**config.mk**
```make
export PLATFORM = sky130hd
export DESIGN_NAME = hack_cpu_ctrl
export DESIGN_NICKNAME = d
export VERILOG_FILES = /design/src/rtl/hack_cpu_ctrl.sv
export SDC_FILE = /design/constraint.sdc
export NUM_CORES = 1
export LEC_CHECK = 0
export BUFFER_PORTS_ARGS = -buffer_cell sky130_fd_sc_hd__buf_4
export CAP_MARGIN = 30
export CORE_MARGIN = 2
export CORE_UTILIZATION = 42
export DETAILED_ROUTE_END_ITERATION = 16
export PLACE_DENSITY = 0.86
export SLEW_MARGIN = 5
export SYNTH_ARGS = -nofsm -noshare
export SYNTH_HDL_FRONTEND = slang
export SYNTH_SLANG_ARGS = --single-unit
```
**constraint.sdc**
```tcl
create_clock -name clk -period 1.31 [get_ports clk]
set_input_delay 0.0655 -clock clk [delete_from_list [all_inputs] [get_ports clk]]
set_output_delay 0.0655 -clock clk [all_outputs]
set_load 0.1 [all_outputs]
```
**src/rtl/hack_cpu_ctrl.sv**
```systemverilog
// hack_cpu_ctrl: Hack CPU control and register stage.
// Decodes the current instruction, holds A, D and the program counter,
// drives the ALU operands and control bits, and writes back the ALU result.
module hack_cpu_ctrl (
  input  logic        clk,
  input  logic        reset_n,
  input  logic [15:0] instruction,
  input  logic        instr_valid,
  input  logic [15:0] inM,
  input  logic [15:0] alu_out,
  input  logic        alu_zr,
  input  logic        alu_ng,
  output logic [15:0] alu_x,
  output logic [15:0] alu_y,
  output logic        zx,
  output logic        nx,
  output logic        zy,
  output logic        ny,
  output logic        f,
  output logic        no,
  output logic [15:0] outM,
  output logic        writeM,
  output logic [14:0] addressM,
  output logic [14:0] pc
);

  logic [15:0] a_reg;
  logic [15:0] d_reg;
  logic [14:0] pc_reg;
  logic [15:0] a_next;
  logic [15:0] d_next;
  logic [14:0] pc_next;
  logic        is_c;
  logic        dest_a;
  logic        dest_d;
  logic        dest_m;
  logic        jump;

  // Field decode. Bits 14:13 are unused by the ISA.
  assign is_c   = instruction[15];
  assign dest_a = instruction[5];
  assign dest_d = instruction[4];
  assign dest_m = instruction[3];

  // Jump on lt / eq / gt according to j1..j3 and the ALU flags.
  assign jump = is_c & ((instruction[2] & alu_ng) |
                        (instruction[1] & alu_zr) |
                        (instruction[0] & ~alu_ng & ~alu_zr));

  // ALU operands and controls come straight from the instruction bits;
  // for A-instructions they are simply ignored downstream.
  assign alu_x = d_reg;
  assign alu_y = instruction[12] ? inM : a_reg;
  assign {zx, nx, zy, ny, f, no} = instruction[11:6];

  // Memory side uses the current (pre-update) A as the address.
  assign outM     = alu_out;
  assign addressM = a_reg[14:0];
  assign writeM   = reset_n & instr_valid & is_c & dest_m;
  assign pc       = pc_reg;

  // Next-state selection for A, D and PC; everything holds while stalled.
  always_comb begin
    a_next  = a_reg;
    d_next  = d_reg;
    pc_next = pc_reg;
    if (instr_valid) begin
      if (!is_c) begin
        a_next = instruction;
      end else begin
        if (dest_a) a_next = alu_out;
        if (dest_d) d_next = alu_out;
      end
      if (jump) pc_next = a_reg[14:0];
      else      pc_next = pc_reg + 15'd1;
    end
  end

  // Register update with asynchronous clear.
  always_ff @(posedge clk or negedge reset_n) begin
    if (!reset_n) begin
      a_reg  <= 16'h0000;
      d_reg  <= 16'h0000;
      pc_reg <= 15'h0000;
    end else begin
      a_reg  <= a_next;
      d_reg  <= d_next;
      pc_reg <= pc_next;
    end
  end

endmodule
```
Yosys cells after proc, flatten, opt, wreduce, memory -nomap -nowiden
Cells that the tools add are included.
{"block": "totals", "ff_bits": 47, "output_inout_bits": 85}
{"block": "classes", "add_sub_neg": 1, "eq_ne": 1, "n_mux": 4, "bitwise": 12, "reduce_logical": 2}
{"operator": "2-to-1 mux 16 bit", "n": 3}
{"operator": "adder 15 x 1 -> 15 bit, second input constant", "n": 1}
{"operator": "2-to-1 mux 15 bit", "n": 1}
{"operator": "bitwise AND 1 bit", "n": 8}
{"operator": "AND reduction 3 bit", "n": 1}
{"operator": "inequality test 2 bit, second input constant", "n": 1}
{"operator": "NOT 1 bit", "n": 2}
{"operator": "OR 1 bit", "n": 2}
{"operator": "AND reduction 2 bit", "n": 1}

Depth between registers and ports, before layout
Gate-level depths: netlist (run 1).
{"block": "logic_depth", "word_depth": 6, "depth_mapped": 7, "ltp_nobuf": 5}

Least setup slack after synthesis (run 1)
OpenSTA, ideal clock, no wires.
{"block": "synth_path", "path_type": "register to output", "from": "reg a_reg[0]", "to": "out alu_y[0]", "arrival_time_ns": 2.508, "required_time_ns": 1.245, "path_slack_ns": -1.263, "stages_incl_launch_ff": 3, "path_cell_list": "dfrtp_1 -> inv_1 -> o21ai_0"}
{"block": "synth_between", "elab_chain_len": 1}
{"element": "start, declared", "line_no": "27", "source": "logic [15:0] a_reg;"}
{"element": "start signal, assigned", "line_no": "86", "source": "a_reg <= a_next;"}
{"element": "2-to-1 mux 16 bit", "line_no": "53", "source": "assign alu_y = instruction[12] ? inM : a_reg;"}
{"element": "end, declared", "line_no": "14", "source": "output logic [15:0] alu_y,"}
Every way passes these cells.

Final worst setup path (run 1)
{"block": "layout_path", "from": "reg pc_reg[1] (netlist: pc[1])", "to": "reg pc_reg[10] (netlist: pc[10])"}
{"block": "layout_between", "elab_chain_len": 2}
{"element": "start, declared", "line_no": "29", "source": "logic [14:0] pc_reg;"}
{"element": "start signal, assigned", "line_no": "88", "source": "pc_reg <= pc_next;"}
{"element": "adder 15 x 1 -> 15 bit", "line_no": "75", "source": "else pc_next = pc_reg + 15'd1;"}
{"element": "2-to-1 mux 15 bit", "line_no": "74", "source": "if (jump) pc_next = a_reg[14:0];"}
Every way passes these cells.
A chain may end at the register's enable or synchronous reset.

==> results of run 1 <==
==> worst max-delay path, delay by kind of cell (launching register included) <==
| family | cells | cell delay, ps |
|---|---|---|
| and+or+nand+nor | 1 | 200 |
| AOI/OAI and AO/OA | 3 | 360 |
| DFF | 1 | 500 |
| adders and majority gates | 1 | 180 |
==> logic make-up after synthesis <==
kind of cell | synth area share (%)
AOI/OAI and AO/OA | 14.2
and+or+nand+nor | 11.1
DFF | 42.6
muxes | 17.7
adders and majority gates | 0.453
buffers and inverters | 14.0
==> cell usage in the layout, fill, tap and decap left out, drive strengths merged, types with 2 or more instances in the layout <==
master | synthesis | layout
o22ai | 3 | 3
nand2 | 32 | 32
mux2i | 15 | 15
o21ai | 36 | 36
nand4 | 4 | 4
dfrtp | 47 | 47
nand3 | 14 | 14
and4 | 2 | 2
a21oi | 25 | 25
inv | 5 | 5
mux2 | 30 | 30
and3 | 4 | 4
buf | 48 | 169
clkbuf | 6 | 8
==> metrics by stage <==
stage / total power [mW] / cells
after floorplan: 6.03 / 284
after global placement: 7.14 / 471
after detailed placement: 7.23 / 471
after CTS: 8.13 / 481
after global routing: 8.49 / 485
final: 8.17 / 485
==> per-layer routing <==
layer	routed length, um	up-vias
li1	-	1205
met3	490	12
met2	3990	100
met4	104	0
met1	3110	1193
met5	0	-
==> worst min-delay path by stage <==
stage                     start                    end  slack (ps)
floorplan               reset_n   a_reg[0]$_DFFE_PN0P_        -230
global placement        reset_n      pc[2]$_DFFE_PN0P_         240
detailed placement      reset_n     pc[14]$_DFFE_PN0P_         240
CTS                 alu_out[12]  alu_x[12]$_DFFE_PN0P_          20
global route        alu_out[14]  alu_x[14]$_DFFE_PN0P_          20
finish               alu_out[4]   alu_x[4]$_DFFE_PN0P_          20
==> what timing repair did <==
action | in CTS | in global routing
endpoints found under the hold margin | 47 | 0
pin swaps | 13 | 5
hold buffers | 1 | 0
endpoints found under the setup margin | 12 | 19
resized for setup | 13 | 13
buffers inserted | 1 | 4
==> cell type report <==
type                    count  area, um^2
multi-input cells         178        1310
inverters                   5        18.8
clock buffers               8        80.1
flip-flops and latches     47        1220
well taps                  77        96.3
fillers                   475        2250
repair buffers            170        1370
==> where the power goes <==
group / leakage (nW) / total, mW / switching, mW / internal (mW)
Combinational: 1.38 / 5.24 / 3.91 / 1.33
Clock: 0.0395 / 0.821 / 0.441 / 0.380
Sequential: 0.544 / 2.11 / 0.271 / 1.84
Total: 1.96 / 8.17 / 4.62 / 3.55
==> results.toml, run 1 <==
[run_status]
outcome = "finished with violations"
violations = "setup timing"

[worst_setup_path]
critPathKind = "flop to flop"
worstSetupStartpoint = "pc[1]$_DFFE_PN0P_"
reg2regPathDepth = 5
path_max_fanout = 4
cp.required_ps = 1480
crit_path_end = "pc[10]$_DFFE_PN0P_"
r2r-start = "pc[1]$_DFFE_PN0P_"
critPathArrivalTime_ps = 1530
cp-end-kind = "flop"
r2r_setup_slack_ps = -50
slowest_stage = "dfrtp_4"
crit_path_max_incr_delay_ps = 500
cp-start-kind = "flop"
cp_cell_sequence = "ha_4 -> and3_4 -> a21bo_1 -> a21oi_2 -> a21oi_1"
r2r_end = "pc[10]$_DFFE_PN0P_"

[routing]
antenna_left = 0
num_vias = 2510
wirelength_um = 7690
drc = 0
drtIter0Drc = 155
wl_per_cell_um = 15.9
dr.pass1.iters = 4
vias_per_cell = 5.18

[cts]
clk_pin_slew_worst_paths_ps = 80
cts.path.max_buffers = 2
cts_htree_levels = 2
cts_made_buffers = 5
cts_sinks = 47
clock_latency_ps = 290
cts_tree = "yes"
root_buffer = "clkbuf_8"

[power_and_ir_drop]
vdd_ir_drop_max_uv = 1830
leakage_nw = 1.96
power_density_nw_per_um2 = 1990

[cells_and_area]
final_util_pct = 64.6
fin_area_um2 = 4100
nNetsFinal = 461
area_delta_synth_final_pct = 48.5
n_antenna_cell = 0
drive_above_1_share_pct = 60.3

[worst_hold_path]
hold_path_depth = 2
min_path_type = "primary input to flop"

[timing]
fin_crit_ps = 1360
relSlewSlack_pct = 60.6
clock_skew_ps = 6.21
rsz0062_at_grt = "yes"
tightestPinTransition_ps = 591
setup_violations = 7
fin_tns_setup_ps = -169
fmax_mhz = 737
setup_slack_ps = -46.0
slew_viol_final = 0
whs_ps = 25.0
timing.final.crit_share_pct = 104
hold_violations = 0

[grt]
antenna_found_initial = 0
grt-busiest-layer = "met2"
grt_util_met3_pct = 5.25
met1_usage_pct = 26.9
gr-total-overflow = 0
grt_pass1_vias = 2581
grt_max_degree = 48
track_usage_pct = 20.9
grtUsageMet2_pct = 34.6
grt_pass1_wl_um = 12200

[yosys]
ys_types = 33
yosys_warnings = 0
ys.flop_type = "dfrtp_1"
synth.most_common_cell = "dfrtp_1"
synth_commonest_cells = "47 x dfrtp_1, 40 x buf_4, 32 x nand2_1, 30 x mux2_2, 28 x o21ai_0"
async_reset_ff_share_pct = 100
ys_top_cells_by_area = "dfrtp_1 43%, mux2_2 12%, buf_4 11%, mux2i_1 5.4%, o21ai_0 5.1%"
ys_ff_latch = 47
synth_top_area_share_pct = 42.6
syn_avg_cell_area_um2 = 9.73
synth-edff-count = 0
syn_nets = 338
yosysTopAreaCell = "dfrtp_1"
syn_inst = 284
syn_area_um2 = 2760
seq_area_frac_synth_pct = 42.6

[placed_design]
placed_area_um2 = 3860
pre_cts_ws_ps = -63.1
io_buffer_count = 137
dpl.hpwl_um = 5900
place_congestion = 0.887

[floorplanning]
io_pins = 138
core_um2 = 6350
dieArea_um2 = 7240
die_w_um = 85.1
dieHeight_um = 85.1
initial_core_util_pct = 43.5
row_count = 29

[run]
maxCapViolations = 0
(Power assumes the default switching activity.)
==> run 2: changes to the inputs <==
--- a/config.mk
+++ b/config.mk
@@ -5,11 +5,13 @@
 export SDC_FILE = /design/constraint.sdc
 export NUM_CORES = 1
 export LEC_CHECK = 0
+export ABC_CLOCK_PERIOD_IN_PS = 1310
 export BUFFER_PORTS_ARGS = -buffer_cell sky130_fd_sc_hd__buf_4
 export CAP_MARGIN = 30
 export CORE_MARGIN = 2
 export CORE_UTILIZATION = 42
 export DETAILED_ROUTE_END_ITERATION = 16
+export GPL_ROUTABILITY_DRIVEN = 0
 export PLACE_DENSITY = 0.86
 export SLEW_MARGIN = 5
 export SYNTH_ARGS = -nofsm -noshare
==> constraint.sdc (replaced) <==
create_clock -name clk -period 1.31 [get_ports clk]
set_input_delay 0.0655 -clock clk [delete_from_list [all_inputs] [get_ports clk]]
set_output_delay 0.0655 -clock clk [all_outputs]
set_load 0.005 [all_outputs]
==> run 2 against run 1 <==
The flow still finishes with violations (setup timing); core utilization decreased by 3.0 points; sequential cell count unchanged; worst setup slack got worse by 10 ps; maximum frequency decreased by 0.76%; clock skew increased by 1.9 ps; wire length about the same; cell area decreased by 4.7%; die area unchanged; sequential share of layout area increased by 0.37 points; critical endpoint unchanged; largest cell class is now multi-input combinational cells.
==> results.toml, run 2 (same netlist as run 1, synthesis figures left out) <==
[routing]
wirelength_um = 7690
dr.pass1.iters = 6
drc = 0
num_vias = 2502
vias_per_cell = 5.25
drtIter0Drc = 167
antenna_left = 0
wl_per_cell_um = 16.1

[cells_and_area]
final_util_pct = 61.6
fill_cells = 507
n_antenna_cell = 0
area_delta_synth_final_pct = 41.5
final_cell_mix = "159 x buf_4, 47 x dfrtp_1, 32 x nand2_1"
nNetsFinal = 454
final-seq-area_um2 = 1180
drive_above_1_share_pct = 54.0
final_common_cell = "buf_4"
multi_input_comb_area_um2 = 1270

[worst_hold_path]
min_to = "alu_x[13]$_DFFE_PN0P_"
min_path_type = "primary input to flop"
hp-start = "alu_out[13]"
hold_path_depth = 2

[worst_setup_path]
r2r_end = "pc[10]$_DFFE_PN0P_"
reg2regPathDepth = 5
critPathKind = "flop to flop"
critPathArrivalTime_ps = 1530
r2r-start = "pc[1]$_DFFE_PN0P_"
r2r_setup_slack_ps = -60
cp.required_ps = 1480
cp-start-kind = "flop"
path_max_fanout = 5
cp-end-kind = "flop"

[timing]
hold_violations = 0
timing.final.crit_share_pct = 104
slew_viol_final = 0
rsz0062_at_grt = "yes"
relSlewSlack_pct = 73.4
setup_slack_ps = -56.3
fmax_mhz = 732
clock_skew_ps = 8.15
fin_crit_ps = 1370
setup_violations = 3
tightestPinTransition_ps = 398

[grt]
grt_pass1_wl_um = 12200
grt_pass1_vias = 2554
antenna_found_initial = 0
gr-total-overflow = 0
track_usage_pct = 20.8
grt_max_degree = 33

[placed_design]
dpl.hpwl_um = 5950
io_buffer_count = 137
pre_cts_ws_ps = -58.4

[cts]
cts_htree_levels = 2
cts.path.max_buffers = 2
clock_latency_ps = 290
clk_pin_slew_worst_paths_ps = 90
root_buffer = "clkbuf_8"
cts_tree = "yes"
cts_made_buffers = 5
cts_sinks = 47

[run_status]
outcome = "finished with violations"
violations = "setup timing"

[floorplanning]
dieHeight_um = 85.1
row_count = 29
initial_core_util_pct = 43.5
core_um2 = 6350
dieArea_um2 = 7240
io_pins = 138
die_w_um = 85.1

[power_and_ir_drop]
vdd_ir_drop_max_uv = 896
power_density_nw_per_um2 = 1320
leakage_nw = 1.91

[run]
maxCapViolations = 0
[run 2: cell count changes in the layout (fill, tap and decap cells not counted), sizes merged]
cell | before | now
buf | 169 | 162
clkbuf | 8 | 6
bufinv | 0 | 1
[run 2: report_power, final]
part / internal (mW) / switching (mW) / total [mW]
sequential: 1.76 / 0.280 / 2.04
clock: 0.560 / 0.448 / 1.01
combinational: 1.23 / 0.902 / 2.13
total: 3.55 / 1.63 / 5.18
[run 2: worst max-delay path by stage]
| stage | from | endpoint | slack (ps) | depth (start not counted) |
|---|---|---|---|---|
| 2_1_floorplan | pc[6]$_DFFE_PN0P_ | pc[13]$_DFFE_PN0P_ | -40 | 6 |
| 3_3_place_gp | alu_ng | pc[13]$_DFFE_PN0P_ | -10 | 6 |
| 3_5_place_dp | pc[1]$_DFFE_PN0P_ | pc[7]$_DFFE_PN0P_ | -60 | 5 |
| 4_1_cts | pc[1]$_DFFE_PN0P_ | pc[14]$_DFFE_PN0P_ | -20 | 5 |
| 5_1_grt | pc[1]$_DFFE_PN0P_ | pc[14]$_DFFE_PN0P_ | -110 | 5 |
| 6_report | pc[1]$_DFFE_PN0P_ | pc[10]$_DFFE_PN0P_ | -60 | 5 |
[run 2: layout make-up]
cell class | count | share of cell area (%)
clock buffers | 6 | 1.86
clock inverters | 1 | 0.768
inverters | 5 | 0.480
multi-input cells | 178 | 32.5
flip-flops and latches | 47 | 30.1
well taps | 77 | 2.46
repair buffers | 163 | 31.9
[run 2: through the flow]
step	TNS, ps	instances	hold slack, ps	cell area (um^2)	power, mW
global route	-506	477	22.1	3910	5.48
CTS	-31.5	475	23.0	3840	5.09
finish	-78.1	477	29.8	3910	5.18
global placement	-10.2	467	-54.5	3730	3.95
floorplan	-81.5	284	-230	2780	2.93
detailed placement	-152	467	-49.3	3730	4.06
[run 2: worst max-delay path, stage by stage (launching register included)]
cell and delay, ps:
dfrtp_1 440, ha_4 200, and3_4 200, a21bo_1 190, a21oi_1 160, a21oi_1 60
[run 2: repair_timing]
action,4_1_cts,5_1_grt
endpoints found under the setup margin,5,14
resized for setup,4,15
buffers inserted,0,2
hold buffers,1,0
hold endpoints to repair,15,0
pin swaps,1,5
[run 2: metal layers]
| layer | GRT usage (%) | wire [um] | vias up |
|---|---|---|---|
| met5 | 0 | 0 | - |
| met1 | 24.8 | 3070 | 1210 |
| met4 | 5.05 | 83 | 0 |
| met3 | 4.18 | 451 | 8 |
| li1 | - | - | 1192 |
| met2 | 38.3 | 4090 | 92 |
==> run 3: changes to the inputs <==
--- a/config.mk
+++ b/config.mk
@@ -6,7 +6,7 @@
 export NUM_CORES = 1
 export LEC_CHECK = 0
 export ABC_CLOCK_PERIOD_IN_PS = 1310
-export BUFFER_PORTS_ARGS = -buffer_cell sky130_fd_sc_hd__buf_4
+export BUFFER_PORTS_ARGS = -buffer_cell sky130_fd_sc_hd__buf_2
 export CAP_MARGIN = 30
 export CORE_MARGIN = 2
 export CORE_UTILIZATION = 42
==> run 3 against run 2 <==
Clock-buffer cell count increased by 1; clock skew grew 1.5 ps; first-iteration DRC count is 110% higher; sequential power about the same; critical endpoint is now pc[14]$_DFFE_PN0P_; worst setup slack improved by 48 ps; sequential cell count stayed put; largest power group is now sequential cells; the flow still finishes with violations (setup timing); register-to-register slack better by 50 ps.
==> results.toml, run 3 (same netlist as run 1, synthesis figures left out) <==
[run_status]
outcome = "finished with violations"
violations = "setup timing"

[grt]
gr-total-overflow = 0
grt_pass1_vias = 2379
grt_max_degree = 48
track_usage_pct = 19.7
antenna_found_initial = 0
grt_pass1_wl_um = 11500

[worst_setup_path]
cp-end-kind = "flop"
cp-start-kind = "flop"
worstSetupStartpoint = "pc[4]$_DFFE_PN0P_"
r2r-start = "pc[4]$_DFFE_PN0P_"
critPathArrivalTime_ps = 1490
cp.required_ps = 1490
critPathKind = "flop to flop"
crit_path_end = "pc[14]$_DFFE_PN0P_"
reg2regPathDepth = 5
r2r_end = "pc[14]$_DFFE_PN0P_"
path_max_fanout = 5
r2r_setup_slack_ps = -8

[cts]
cts_htree_levels = 2
cts.path.max_buffers = 2
clk_pin_slew_worst_paths_ps = 90
cts_sinks = 47
clock_latency_ps = 290
cts_made_buffers = 5
root_buffer = "clkbuf_8"
cts_tree = "yes"

[timing]
fin_tns_setup_ps = -9.97
fmax_mhz = 759
clock_skew_ps = 9.67
timing.final.crit_share_pct = 101
rsz0062_at_grt = "yes"
slew_viol_final = 0
tightestPinTransition_ps = 607
hold_violations = 0
whs_ps = 26.9
fin_crit_ps = 1320
setup_slack_ps = -8.16
setup_violations = 2
relSlewSlack_pct = 59.5

[cells_and_area]
final_cell_mix = "137 x buf_2, 45 x dfrtp_1, 32 x nand2_1"
area_delta_synth_final_pct = 28.4
multi_input_comb_area_um2 = 1250
fill_cells = 567
fin_area_um2 = 3550
nNetsFinal = 456
final-seq-area_um2 = 1180
drive_above_1_share_pct = 53.3
n_antenna_cell = 0
final_util_pct = 55.8
final_common_cell = "buf_2"

[power_and_ir_drop]
p_sw_share_pct = 33.9
p_seq_share_pct = 43.3
vdd_ir_drop_max_uv = 838
p_int_mw = 3.09
leakage_nw = 1.79
p_clk_share_pct = 18.0
combPwrFrac_pct = 38.8
post-layout-total-power_mw = 4.68
power_density_nw_per_um2 = 1320
netSwitchingPower_mw = 1.59

[routing]
wl_met3_um = 576
antenna_left = 0
drc = 0
wirelength_um = 7320
num_vias = 2480
routed.top_layer = "met4"
met1_length_um = 3010
vias_per_cell = 5.17
wl_met2_um = 3620
drtIter0Drc = 347
wl_per_cell_um = 15.2
dr.pass1.iters = 6

[floorplanning]
dieArea_um2 = 7240
core_um2 = 6350
die_w_um = 85.1
initial_core_util_pct = 43.5
row_count = 29
dieHeight_um = 85.1
io_pins = 138

[placed_design]
placed_area_um2 = 3400
dpl.hpwl_um = 5530
io_buffer_count = 137

[worst_hold_path]
min_path_type = "primary input to flop"

[run]
maxCapViolations = 0
==> run 3: critical path, stage by stage, from the launching register on <==
cell	delay (ps)
dfrtp_1	360
and3_4	230
and3_4	220
nand3_1	100
o32ai_2	210
a21oi_1	90
==> run 3: layout make-up <==
class	count	share of cell area, %
sequential	47	33.2
inverter	5	0.529
tap	77	2.72
multi-input combinational	178	35.2
clock buffer	7	2.15
clock inverter	1	0.141
timing repair buffer	165	26.0
==> run 3: metrics by stage <==
stage / setup WS (ps) / std cells
floorplan: -42.2 / 284
global placement: 8.83 / 467
detailed placement: -67.5 / 467
CTS: 7.81 / 479
global route: -63.5 / 480
finish: -8.16 / 480
==> run 3: layer usage <==
| layer | vias up | global-route usage (%) |
|---|---|---|
| met5 | - | 0 |
| met4 | 0 | 5.34 |
| met3 | 11 | 4.86 |
| met2 | 136 | 32.6 |
| met1 | 1135 | 25.7 |
| li1 | 1198 | - |
==> run 3: power by group through the flow <==
stage / logic [mW] / clock network (mW) / registers [mW]
floorplan: 0.855 / 0 / 2.08
global placement: 1.64 / 0 / 2.01
detailed placement: 1.69 / 0 / 2.04
CTS: 1.78 / 0.869 / 2.02
global route: 1.99 / 0.939 / 2.07
finish: 1.82 / 0.840 / 2.02
==> run 3: worst min path at each step <==
| stage | slack, ps | depth (start not counted) | to | start |
|---|---|---|---|---|
| after global routing | 30 | 2 | alu_x[10]$_DFFE_PN0P_ | alu_out[10] |
| after floorplan | -230 | 0 | a_reg[0]$_DFFE_PN0P_ | reset_n |
| after CTS | 20 | 2 | alu_x[15]$_DFFE_PN0P_ | alu_out[15] |
| after global placement | 260 | 2 | pc[2]$_DFFE_PN0P_ | reset_n |
| final | 30 | 2 | alu_x[15]$_DFFE_PN0P_ | alu_out[15] |
| after detailed placement | 260 | 2 | pc[2]$_DFFE_PN0P_ | reset_n |
==> run 3: repair_timing <==
item | CTS | global route
pin swaps | 4 | 6
buffers inserted | 3 | 1
endpoints found under the hold margin | 47 | 0
gates resized for setup | 6 | 4
endpoints found under the setup margin | 6 | 9
hold buffers | 1 | 0
